## src/rtl/mem_buffer_requester_if.sv

```systemverilog
// Handshake bundle between the buffer source, the requester and the memory request port.
// The slave modport is the requester side; master is the source/sink side.
interface mem_buffer_requester_if #(
    parameter int unsigned VADDR_BITS      = 48,
    parameter int unsigned SIZE_BITS       = 28,
    parameter int unsigned CHUNK_BYTES     = 4096,
    parameter int unsigned MAX_OUTSTANDING = 8
);
    localparam int unsigned LEN_W = $clog2(CHUNK_BYTES) + 1;
    localparam int unsigned OUT_W = $clog2(MAX_OUTSTANDING + 1);

    logic                  buf_valid;
    logic                  buf_ready;
    logic [VADDR_BITS-1:0] buf_vaddr;
    logic [SIZE_BITS-1:0]  buf_size;

    logic                  req_valid;
    logic                  req_ready;
    logic [VADDR_BITS-1:0] req_vaddr;
    logic [LEN_W-1:0]      req_len;
    logic                  req_last;

    logic                  cpl_valid;
    logic                  done;
    logic [OUT_W-1:0]      outstanding;
    logic                  cpl_error;

    modport master (
        output buf_valid, buf_vaddr, buf_size, req_ready, cpl_valid,
        input  buf_ready, req_valid, req_vaddr, req_len, req_last, done, outstanding, cpl_error
    );

    modport slave (
        input  buf_valid, buf_vaddr, buf_size, req_ready, cpl_valid,
        output buf_ready, req_valid, req_vaddr, req_len, req_last, done, outstanding, cpl_error
    );
endinterface

```

## src/rtl/mem_buffer_requester.sv

```systemverilog
// Splits one buffer descriptor into chunk-bounded memory requests and tracks their completions.
// Defining MEM_REQUESTER_STATS_EN adds saturating stat_reqs / stat_stalls counters.
module mem_buffer_requester #(
    parameter int unsigned VADDR_BITS      = 48,
    parameter int unsigned SIZE_BITS       = 28,
    parameter int unsigned CHUNK_BYTES     = 4096,
    parameter int unsigned MAX_OUTSTANDING = 8
) (
    input  logic                  clk,
    input  logic                  rst,
    mem_buffer_requester_if.slave bus
`ifdef MEM_REQUESTER_STATS_EN
    ,
    output logic [31:0]           stat_reqs,
    output logic [31:0]           stat_stalls
`endif
);
    localparam int unsigned LEN_W = $clog2(CHUNK_BYTES) + 1;
    localparam int unsigned OUT_W = $clog2(MAX_OUTSTANDING + 1);
    localparam int unsigned CMP_W = (SIZE_BITS > LEN_W) ? SIZE_BITS : LEN_W;

    typedef enum logic [1:0] {StIdle, StIssue, StDrain} state_e;

    state_e                state_q, state_d;
    logic [VADDR_BITS-1:0] addr_q, addr_d;
    logic [SIZE_BITS-1:0]  rem_q, rem_d;
    logic [OUT_W-1:0]      outstanding_q, outstanding_d;
    logic                  cpl_error_q, cpl_error_d;

    logic [LEN_W-1:0]      room;
    logic [CMP_W-1:0]      len_w;
    logic                  req_valid;
    logic                  req_last;
    logic                  req_hs;
    logic                  cpl_ok;
    logic                  buf_ready;
    logic                  done;
    logic                  at_limit;

    // Bytes left before the next chunk boundary, then clipped to what remains of the buffer.
    always_comb begin
        room     = LEN_W'(CHUNK_BYTES) - LEN_W'(addr_q & VADDR_BITS'(CHUNK_BYTES - 1));
        len_w    = (CMP_W'(rem_q) < CMP_W'(room)) ? CMP_W'(rem_q) : CMP_W'(room);
        at_limit = (outstanding_q >= OUT_W'(MAX_OUTSTANDING));
        req_valid = (state_q == StIssue) && !at_limit;
        req_last  = (state_q == StIssue) && (len_w == CMP_W'(rem_q));
        req_hs    = req_valid && bus.req_ready;
        cpl_ok    = bus.cpl_valid && (outstanding_q != '0);
    end

    always_comb begin
        state_d   = state_q;
        addr_d    = addr_q;
        rem_d     = rem_q;
        buf_ready = 1'b0;
        done      = 1'b0;
        unique case (state_q)
            StIdle: buf_ready = 1'b1;
            StIssue: begin
                if (req_hs) begin
                    addr_d = addr_q + VADDR_BITS'(len_w);
                    rem_d  = rem_q - SIZE_BITS'(len_w);
                    if (req_last) state_d = StDrain;
                end
            end
            StDrain: begin
                // A completion landing this cycle would be spurious; hold done until it clears.
                if (outstanding_q == '0 && !bus.cpl_valid) begin
                    done      = 1'b1;
                    buf_ready = 1'b1;
                    state_d   = StIdle;
                end
            end
            default: state_d = StIdle;
        endcase
        if (buf_ready && bus.buf_valid) begin
            addr_d  = bus.buf_vaddr;
            rem_d   = bus.buf_size;
            state_d = (bus.buf_size == '0) ? StDrain : StIssue;
        end
    end

    always_comb begin
        outstanding_d = outstanding_q;
        case ({req_hs, cpl_ok})
            2'b10:   outstanding_d = outstanding_q + OUT_W'(1);
            2'b01:   outstanding_d = outstanding_q - OUT_W'(1);
            default: outstanding_d = outstanding_q;
        endcase
        cpl_error_d = cpl_error_q | (bus.cpl_valid && (outstanding_q == '0));
    end

    always_ff @(posedge clk) begin
        if (rst) begin
            state_q       <= StIdle;
            addr_q        <= '0;
            rem_q         <= '0;
            outstanding_q <= '0;
            cpl_error_q   <= 1'b0;
        end else begin
            state_q       <= state_d;
            addr_q        <= addr_d;
            rem_q         <= rem_d;
            outstanding_q <= outstanding_d;
            cpl_error_q   <= cpl_error_d;
        end
    end

    assign bus.buf_ready   = buf_ready;
    assign bus.req_valid   = req_valid;
    assign bus.req_vaddr   = addr_q;
    assign bus.req_len     = LEN_W'(len_w);
    assign bus.req_last    = req_last;
    assign bus.done        = done;
    assign bus.outstanding = outstanding_q;
    assign bus.cpl_error   = cpl_error_q;

`ifdef MEM_REQUESTER_STATS_EN
    logic [31:0] stat_reqs_q;
    logic [31:0] stat_stalls_q;

    always_ff @(posedge clk) begin
        if (rst) begin
            stat_reqs_q   <= '0;
            stat_stalls_q <= '0;
        end else begin
            if (req_hs && stat_reqs_q != '1) stat_reqs_q <= stat_reqs_q + 32'd1;
            if ((state_q == StIssue) && at_limit && stat_stalls_q != '1) begin
                stat_stalls_q <= stat_stalls_q + 32'd1;
            end
        end
    end

    assign stat_reqs   = stat_reqs_q;
    assign stat_stalls = stat_stalls_q;
`endif
endmodule

```

## src/flat_wrapper.sv

```systemverilog
// flat-port wrapper written by rule: the top's interface ports become plain ports
module mem_buffer_requester_flat 
#(
    parameter int unsigned VADDR_BITS      = 48,
    parameter int unsigned SIZE_BITS       = 28,
    parameter int unsigned CHUNK_BYTES     = 4096,
    parameter int unsigned MAX_OUTSTANDING = 8
)
  (clk, rst, bus_buf_valid, bus_buf_vaddr, bus_buf_size, bus_req_ready, bus_cpl_valid, bus_buf_ready, bus_req_valid, bus_req_vaddr, bus_req_len, bus_req_last, bus_done, bus_outstanding, bus_cpl_error);
  mem_buffer_requester_if #(.VADDR_BITS(VADDR_BITS), .SIZE_BITS(SIZE_BITS), .CHUNK_BYTES(CHUNK_BYTES), .MAX_OUTSTANDING(MAX_OUTSTANDING)) bus_i ();
  input  logic clk;
  input  logic rst;
  input wire logic [$bits(bus_i.buf_valid)-1:0] bus_buf_valid;
  input wire logic [$bits(bus_i.buf_vaddr)-1:0] bus_buf_vaddr;
  input wire logic [$bits(bus_i.buf_size)-1:0] bus_buf_size;
  input wire logic [$bits(bus_i.req_ready)-1:0] bus_req_ready;
  input wire logic [$bits(bus_i.cpl_valid)-1:0] bus_cpl_valid;
  output wire logic [$bits(bus_i.buf_ready)-1:0] bus_buf_ready;
  output wire logic [$bits(bus_i.req_valid)-1:0] bus_req_valid;
  output wire logic [$bits(bus_i.req_vaddr)-1:0] bus_req_vaddr;
  output wire logic [$bits(bus_i.req_len)-1:0] bus_req_len;
  output wire logic [$bits(bus_i.req_last)-1:0] bus_req_last;
  output wire logic [$bits(bus_i.done)-1:0] bus_done;
  output wire logic [$bits(bus_i.outstanding)-1:0] bus_outstanding;
  output wire logic [$bits(bus_i.cpl_error)-1:0] bus_cpl_error;
  assign bus_i.buf_valid = bus_buf_valid;
  assign bus_i.buf_vaddr = bus_buf_vaddr;
  assign bus_i.buf_size = bus_buf_size;
  assign bus_i.req_ready = bus_req_ready;
  assign bus_i.cpl_valid = bus_cpl_valid;
  assign bus_buf_ready = bus_i.buf_ready;
  assign bus_req_valid = bus_i.req_valid;
  assign bus_req_vaddr = bus_i.req_vaddr;
  assign bus_req_len = bus_i.req_len;
  assign bus_req_last = bus_i.req_last;
  assign bus_done = bus_i.done;
  assign bus_outstanding = bus_i.outstanding;
  assign bus_cpl_error = bus_i.cpl_error;
  mem_buffer_requester #(.VADDR_BITS(VADDR_BITS), .SIZE_BITS(SIZE_BITS), .CHUNK_BYTES(CHUNK_BYTES), .MAX_OUTSTANDING(MAX_OUTSTANDING)) u_core (.clk(clk), .rst(rst), .bus(bus_i));
endmodule
```

## config.mk

```make
export PLATFORM = sky130hd
export DESIGN_NAME = mem_buffer_requester_flat
export DESIGN_NICKNAME = d
export VERILOG_FILES = /design/src/rtl/mem_buffer_requester_if.sv /design/src/rtl/mem_buffer_requester.sv /design/src/flat_wrapper.sv
export SDC_FILE = /design/constraint.sdc
export NUM_CORES = 1
export LEC_CHECK = 0
export ABC_AREA = 1
export BUFFER_PORTS_ARGS = -buffer_cell sky130_fd_sc_hd__clkbuf_2
export CELL_PAD_IN_SITES_DETAIL_PLACEMENT = 1
export CELL_PAD_IN_SITES_GLOBAL_PLACEMENT = 1
export CORE_MARGIN = 8
export CORE_UTILIZATION = 25
export CTS_CLUSTER_DIAMETER = 30
export CTS_CLUSTER_SIZE = 24
export DETAILED_ROUTE_END_ITERATION = 6
export HOLD_SLACK_MARGIN = 0.15
export PLACE_DENSITY = 0.71
export SLEW_MARGIN = 20
export SYNTH_ARGS = -nofsm -noshare
export SYNTH_HDL_FRONTEND = slang
export SYNTH_SLANG_ARGS = --single-unit
```

## constraint.sdc

```tcl
create_clock -name clk -period 4.35 [get_ports clk]
set_input_delay 0.87 -clock clk [delete_from_list [all_inputs] [get_ports clk]]
set_output_delay 0.87 -clock clk [all_outputs]
set_load 0.02 [all_outputs]
```

-- After elaboration in Yosys (flattened, before gate mapping)
Cells that the tools add are included.
- register bits after elaboration: 83
- bits of input ports: 81
- output and inout port bits: 70
- word-level logic and storage cells: 57
- add/subtract/negate cells: 5
- $lt $le $gt $ge: 2
- equal/unequal tests: 9
- multiplexer cells: 17
- bitwise gates (word level): 1
- reductions and logical operators: 18
- operators with widths (kind ; count):
    48-bit two-way mux ; 3
    28-bit two-way mux ; 4
    48-bit by 28-bit adder with 48-bit output ; 1
    28-bit == test ; 1
    28-bit logical NOT ; 1
    28-bit by 13-bit less-than comparator with 1-bit output ; 1
    28-bit subtractor ; 1
    13-bit by 12-bit subtractor with 13-bit output (first input constant) ; 1
    2-bit two-way mux ; 5
    4-bit one-hot mux with 2 select lines ; 1
    1-bit logical AND ; 7
    2-bit one-hot mux with 3 select lines ; 1
    2-bit nonzero test ; 3
    4-bit by 1-bit adder with 4-bit output (second input constant) ; 1
    2-bit by 1-bit == test with 1-bit output (second input constant) ; 2
    2-bit == test (second input constant) ; 2
    4-bit greater-or-equal comparator (second input constant) ; 1
    4-bit logical NOT ; 1
    4-bit AND reduction ; 1
    4-bit nonzero test ; 1
    4-bit by 1-bit subtractor with 4-bit output (second input constant) ; 1
    3-bit by 1-bit inequality test with 1-bit output (second input constant) ; 1
    3-bit by 2-bit inequality test with 1-bit output (second input constant) ; 1
    3-bit inequality test (second input constant) ; 1
    other kinds (7) ; 9

-- Depth between registers and ports, before layout
Gate-level depths: netlist (run 1).
- depth after elaboration: 9
- mapped depth: 37
- depth with buffers taken out: 36

-- Worst setup path after synthesis (run 1)
Ideal clock, no wire load.
- kind: reg2out
- from: register u_core.addr_q[1], in the netlist u_core.bus.req_vaddr[1]
- to: output bus_req_last
- data arrival time: 4.644 ns
- data required time: 3.480 ns
- setup slack: -1.164 ns
- stages on the path, launching flop included: 22
- buffers on the path: 0
- path through: dfxtp_1 > inv_1 > ha_1 > nand3_1 > nor3_1 > nand2_1 > nor2_1 > nand4_1 > or2_1 > ha_1 > or2_2 > nor4_2 > nand2_1 > o21ai_0 > inv_1 > ha_1 > nand2_1 > nor2_1 > nand4_1 > nor3_1 > nand2_1 > nor4_1
- longest elaborated chain between the ends: 5
- RTL lines (item ; RTL line ; RTL):
    start: declaration ; mem_buffer_requester.sv:25 ; logic [VADDR_BITS-1:0] addr_q, addr_d;
    start signal: assignment ; mem_buffer_requester.sv:102 ; addr_q <= addr_d;
    13-bit by 12-bit subtractor with 13-bit output * ; mem_buffer_requester.sv:42 ; room = LEN_W'(CHUNK_BYTES) - LEN_W'(addr_q & VADDR_BITS'(CHUNK_BYTES - 1));
    28-bit by 13-bit less-than comparator with 1-bit output ; mem_buffer_requester.sv:43 ; len_w = (CMP_W'(rem_q) < CMP_W'(room)) ? CMP_W'(rem_q) : CMP_W'(room);
    28-bit two-way mux * ; mem_buffer_requester.sv:43 ;
    named net bus_req_len[5] ; flat_wrapper.sv:21 ; output wire logic [$bits(bus_i.req_len)-1:0] bus_req_len;
    28-bit == test * ; mem_buffer_requester.sv:46 ; req_last = (state_q == StIssue) && (len_w == CMP_W'(rem_q));
    1-bit logical AND * ; mem_buffer_requester.sv:46 ;
    end: declaration ; flat_wrapper.sv:22 ; output wire logic [$bits(bus_i.req_last)-1:0] bus_req_last;
The timed path passes the listed nets; every way through them passes the cells marked *.

-- Worst setup path in the final report (run 1)
- from: register u_core.addr_q[0], in the netlist u_core.bus.req_vaddr[0]
- to: output bus_req_last
- longest elaborated chain between the ends: 5
- RTL lines (item ; RTL line):
    13-bit by 12-bit subtractor with 13-bit output * ; mem_buffer_requester.sv:42
    28-bit by 13-bit less-than comparator with 1-bit output ; mem_buffer_requester.sv:43
    28-bit two-way mux * ; mem_buffer_requester.sv:43
    28-bit == test * ; mem_buffer_requester.sv:46
    1-bit logical AND * ; mem_buffer_requester.sv:46
Every way passes the cells marked *; elsewhere a longest branch is shown, timed or not.

==> metrics, run 1 <==
status finished with violations; failing checks negative setup slack; GP Congestion 0.903; Avg Inst Size Synth 5.62 sq um; critical path capture point type output port; initial antenna violation count 1; CTS H-tree depth 3; non-filler instance count after layout 2437; Post-DP HPWL 34300 um; vias in the first global route 12500; Port-buffer cells 150; drt pass-1 iters 4; Via density 4.93; routed vias 12000; CORE AREA 35400 sq um; clock share of power 7.0%; Tmin final 5.66 ns; DIE HEIGHT 205 um; DP Cell Count 2344; CTS tree yes; latest clock arrival within the worst-skew pair 0.39 ns; P_int 5.49 mW; Flop pwr share 9.9%; Req. time, crit path 3.48 ns; WL per Instance 20.0 um; die area 42000 sq um; Die Width 205 um; fin util 42.2%; I/O pin count 151; Synthesis Warnings 0; Slew headroom 38.6%; fin nets 2112; Comb pwr share 83.0%; FP Rows 69; Hold Fails Final Rpt 0; area grow syn2layout 67.2%; ANT nets after route 0; GRT overflow 0; CTS Hold Buffers Added 0; Worst Hold Depth 2; met3 usage 3.49%; f_max 0.177 GHz; CTS Buffer Depth 2; CP max stage delay 0.36 ns; routed wire length 48700 um; Final Max Tran Viols 0; R2R Path Start u_core.bus.req_vaddr[0]; drt drc 0; worst setup path class flip-flop to output port; layout cells sized above 1 43.3%; leading cell types in the layout, fill and taps excluded nand2_1, inv_1, buf_4; maximum VDD drop 0.000315 V; type of origin of the critical path flip-flop; worst path arrival time 4.79 ns; NetSw 6.02 mW; fillers 4543; cells after synthesis 1587; setup TNS -28.18 ns; Inserted Diodes 0; worst slew pin tran 0.913 ns; Overall Global Routing Usage 21.1%; final setup vio count 85; sw frac 52.3%; Yosys reg bits 83; final period utilization 130%; met2 Use GR 35.0%; Pleak 7.44 nW; RSZ-0062 raised after global routing yes; sequential-to-total area share from yosys stat 18.6%; initial core utilization 25.2%; cells on worst reg2reg path 35; Post-DP Area 11600 sq um; capture point of the worst reg-to-reg path u_core.bus.req_vaddr[16]; WHS Endpoint u_core.bus.cpl_error; leading cell type in the layout, fill and taps excluded nand2_1; Fin Hold WS 0.461 ns; Distinct cells, synth 43; Design Power 11.5 mW; max-cap violations 0; clk_skew 0.0175 ns; CTS Root Cell clkbuf_16; Mapped Area 8920 sq um; min-delay worst type flip-flop to flip-flop; total CTS buffers 9; largest net degree at the start of global routing 42; Reg clk slew, reported paths 0.08 ns; first-pass GRT wire length 69400 um; GRT Max-Usage Layer met2; pwr dens 771 nW/um^2; CTS sink cnt 83; Design Area, Final 14900 sq um; Hold Path Origin u_core.bus.cpl_error; Max Fanout on Critical Path 8; Final Worst Setup Slack -1.31 ns; slowest stage cell, crit path dfxtp_4; met1 GRT Util 26.7%; register-to-register setup slack -0.60 ns; post-placement setup slack -0.801 ns; Starting DRT DRC Count 586
power by group through the flow:
| stage | sequential (mW) | combinational [mW] | clock [mW] |
|---|---|---|---|
| after CTS | 1.13 | 7.67 | 0.832 |
| final | 1.14 | 9.55 | 0.811 |
| after global placement | 1.14 | 5.83 | 0 |
| after floorplan | 1.21 | 3.24 | 0 |
| after detailed placement | 1.14 | 5.98 | 0 |
| after global routing | 1.16 | 10.1 | 0.867 |
critical path: cells and delay by family, from the launching register on:
kind | cells | cell delay [ns]
flops | 1 | 0.36
xor+xnor | 1 | 0.23
simple gates | 11 | 1.59
buf+inv | 8 | 1.01
fa+ha+maj | 2 | 0.61
compound gates | 4 | 0.59
synthesized netlist by cell type, drive strengths merged:
cell type	instances	area share (%)
inv	299	13
nor4	13	1.2
buf	15	1.4
xnor2	14	1.4
a21boi	4	0.34
nand3b	9	0.76
a21oi	86	5.3
clkbuf	20	0.84
clkinv	1	0.042
conb	1	0.042
nor3b	1	0.084
o211ai	5	0.42
fa	3	0.67
or2	6	0.42
and2	2	0.14
xor2	19	1.9
nand4	27	1.9
dfxtp	83	19
ha	57	8.0
nand3	125	7.2
o21bai	6	0.50
o31ai	1	0.084
nand2	553	24
nor3	20	1.1
o21a	1	0.084
o21ai	79	4.9
a211oi	1	0.084
nor2	112	4.7
a31oi	24	1.7
final cells by class:
type,instances,area (sq um),share of cell area [%]
tap,461,577,3.87
sequential,83,1670,11.2
inverter,300,1150,7.68
clock buffer,10,239,1.60
multi-input combinational,1183,8250,55.3
timing repair buffer,394,2990,20.1
clock inverter,6,47.5,0.319
repair_timing:
action | in CTS | in global routing
setup buffers | 46 | 44
cloned | 1 | 0
gates resized for setup | 317 | 294
pin swaps | 115 | 182
setup endpoints to repair | 73 | 89
metal layers:
| metal | wire, um | share of wire (%) |
|---|---|---|
| met2 | 23400 | 48 |
| met3 | 2370 | 4.9 |
| met5 | 13 | 0.027 |
| met1 | 21200 | 43 |
| met4 | 1780 | 3.7 |
cell families (layout without fill, tap and decap cells):
logic type / Yosys count / in the layout / share of synthesized area, %
AO/OA/AOI/OAI: 207 / 207 / 13.4
XOR/XNOR: 33 / 33 / 3.24
adder cells (fa/ha/maj): 60 / 60 / 8.67
buffers and inverters: 335 / 710 / 14.8
flip-flops: 83 / 83 / 18.6
other: 1 / 15 / 0.0420
AND/OR/NAND/NOR: 868 / 868 / 41.2
worst max path at each step:
| stage | from | endpoint | slack, ns | cells past startpoint |
|---|---|---|---|---|
| after floorplan | u_core.bus.req_vaddr[1] | bus_req_last | -0.42 | 22 |
| after global placement | u_core.bus.req_vaddr[0] | bus_req_last | -0.60 | 30 |
| after detailed placement | u_core.bus.req_vaddr[1] | bus_req_last | -0.80 | 30 |
| after CTS | u_core.bus.req_vaddr[0] | bus_req_last | -1.00 | 24 |
| after global routing | u_core.bus.req_vaddr[1] | bus_req_last | -1.43 | 31 |
| final | u_core.bus.req_vaddr[0] | bus_req_last | -1.31 | 26 |
registers in the layout (all words and copies together), names as in the netlist:
name	count
u_core.state_q	2
u_core.bus.outstanding	4
u_core.rem_q	28
u_core.bus.cpl_error	1
u_core.bus.req_vaddr	48
Power figures use the tool's default switching activity.
==> run 2, diff against run 1 <==
Settings changed: BUFFER_PORTS_ARGS -buffer_cell sky130_fd_sc_hd__clkbuf_2 to unset, DONT_BUFFER_PORTS set to 1, PLACE_DENSITY 0.71 to 0.65, SLEW_MARGIN 20 to 10.
==> run 2 against run 1 <==
Against the previous run: the run still ends with negative setup slack left; clock skew decreased by 0.0011 ns; register-to-register slack got worse by 0.52 ns; fmax increased by 0.65%; sequential cell count unchanged.
==> metrics, run 2 (synthesis results as in run 1) <==
layout cells sized above 1 36.4%; worst path arrival time 4.75 ns; Largest register FFs 48; Via density 4.91; routed wire length 45300 um; final setup vio count 83; max-cap violations 0; routed vias 11100; Req. time, crit path 3.48 ns; total CTS buffers 9; WL per Instance 20.0 um; Design Area, Final 13900 sq um; Overall Global Routing Usage 19.8%; CTS Hold Buffers Added 0; fin nets 1943; largest net degree at the start of global routing 74; first-pass GRT wire length 64500 um; failing checks negative setup slack; worst setup path class flip-flop to output port; Tmin final 5.62 ns; die area 42000 sq um; GP Congestion 0.921; status finished with violations; CORE AREA 35400 sq um; type of origin of the critical path flip-flop; CTS Buffer Depth 2; Max Fanout on Critical Path 6; f_max 0.178 GHz; Die Width 205 um; leading cell types in the layout, fill and taps excluded nand2_1, inv_1, buf_4; Starting DRT DRC Count 457; CTS sink cnt 83; drt pass-1 iters 5; non-filler instance count after layout 2268; final period utilization 129%; drt drc 0; Slew headroom 26.5%; RSZ-0062 raised after global routing yes; worst slew pin tran 1.09 ns; Final Max Tran Viols 0; vias in the first global route 11500; GRT overflow 0; cells on worst reg2reg path 38; CTS tree yes; initial core utilization 25.2%; maximum VDD drop 0.000312 V; CTS H-tree depth 3; CTS Root Cell clkbuf_16; Hold Fails Final Rpt 0; pwr dens 765 nW/um^2; Inserted Diodes 0; fin util 39.1%; post-placement setup slack -0.671 ns; Port-buffer cells 0; latest clock arrival within the worst-skew pair 0.39 ns; Fin Hold WS 0.533 ns; register-to-register setup slack -1.12 ns; WHS Endpoint u_core.state_q[1]; Post-DP Area 10800 sq um; Final Worst Setup Slack -1.27 ns; min-delay worst type flip-flop to flip-flop; Worst Hold Depth 2; leading cell type in the layout, fill and taps excluded nand2_1; critical path capture point type output port; R2R Path Start u_core.bus.req_vaddr[0]; FP Rows 69; DP Cell Count 2190; Hold Path Origin u_core.state_q[1]; Pleak 6.68 nW; area grow syn2layout 55.3%; Post-DP HPWL 33100 um; ANT nets after route 0; Reg clk slew, reported paths 0.08 ns; clk_skew 0.0165 ns; DIE HEIGHT 205 um; initial antenna violation count 0; capture point of the worst reg-to-reg path u_core.bus.req_vaddr[24]; I/O pin count 151
## run 2: cell types whose count changed in the layout (fill, tap and decap cells not counted), moves of 4 or more
cell | before | now
buf_4 | 176 | 153
buf_6 | 70 | 62
clkbuf_2 | 135 | 0
ha_1 | 26 | 30
ha_4 | 29 | 25
inv_1 | 252 | 258
nand2_1 | 385 | 411
nand2_2 | 110 | 91
nand2_4 | 53 | 48
nand3_2 | 47 | 39
nand3_4 | 15 | 25
nor2_2 | 9 | 19
nor2_4 | 17 | 10
## run 2: worst max-delay path: stages (launching register included)
cell	delay (ns)
dfxtp_4	0.36
inv_4	0.06
buf_4	0.11
nand3_2	0.09
nor4_4	0.28
nand3_1	0.17
xnor2_2	0.18
ha_1	0.36
a21oi_1	0.27
o21ai_1	0.14
a21oi_2	0.13
nand2_1	0.09
nand2_2	0.11
nand2_4	0.08
buf_6	0.15
buf_12	0.14
o21ai_4	0.17
inv_2	0.06
ha_4	0.28
nand2_4	0.05
nor2_2	0.12
nand4_1	0.21
nor3_2	0.21
nand2_1	0.11
nor4_4	0.24
buf_4	0.19
## run 2: per-layer routing
metal	track usage, %	share of wire (%)	up-vias
met4	6.92	3.1	0
met5	0	0	-
met2	32.9	47	261
met1	24.7	44	5393
li1	-	-	5416
met3	4.85	6.1	63
## run 2: layout make-up
type                    instances  area (sq um)
well taps                     461           577
multi-input cells            1183          8160
repair buffers                225          2030
inverters                     300          1130
flip-flops and latches         83          1670
clock buffers                  11           253
clock inverters                 5          36.3
fillers                      4518         21500
## run 2: timing repair
| item | 4_1_cts | 5_1_grt |
|---|---|---|
| setup endpoints to repair | 65 | 88 |
| pin swaps | 62 | 152 |
| cloned | 2 | 0 |
| buffers inserted | 22 | 49 |
| gates resized for setup | 200 | 329 |
## run 2: worst max path at each step
| stage | start | end | slack (ns) | depth (start not counted) |
|---|---|---|---|---|
| floorplan | u_core.bus.req_vaddr[1] | bus_req_last | -0.42 | 22 |
| global placement | u_core.bus.req_vaddr[0] | bus_req_last | -0.55 | 30 |
| detailed placement | u_core.bus.req_vaddr[1] | bus_req_last | -0.67 | 30 |
| CTS | u_core.bus.req_vaddr[1] | bus_req_last | -0.92 | 24 |
| global route | u_core.bus.req_vaddr[3] | bus_req_last | -1.42 | 25 |
| finish | u_core.bus.req_vaddr[0] | bus_req_last | -1.27 | 25 |
## run 2: per-stage QoR
stage / TNS (ns) / power [mW]
floorplan: -0.424 / 4.46
global placement: -6.50 / 6.68
detailed placement: -12.42 / 6.81
CTS: -2.93 / 8.60
global route: -66.63 / 11.2
finish: -50.97 / 10.6
## run 2: where the power goes
group          total (mW)  leakage (nW)  switching, mW  internal (mW)
clock               0.823         0.146          0.401          0.422
combinational        8.53          5.85           4.87           3.65
sequential           1.24         0.684          0.322          0.921
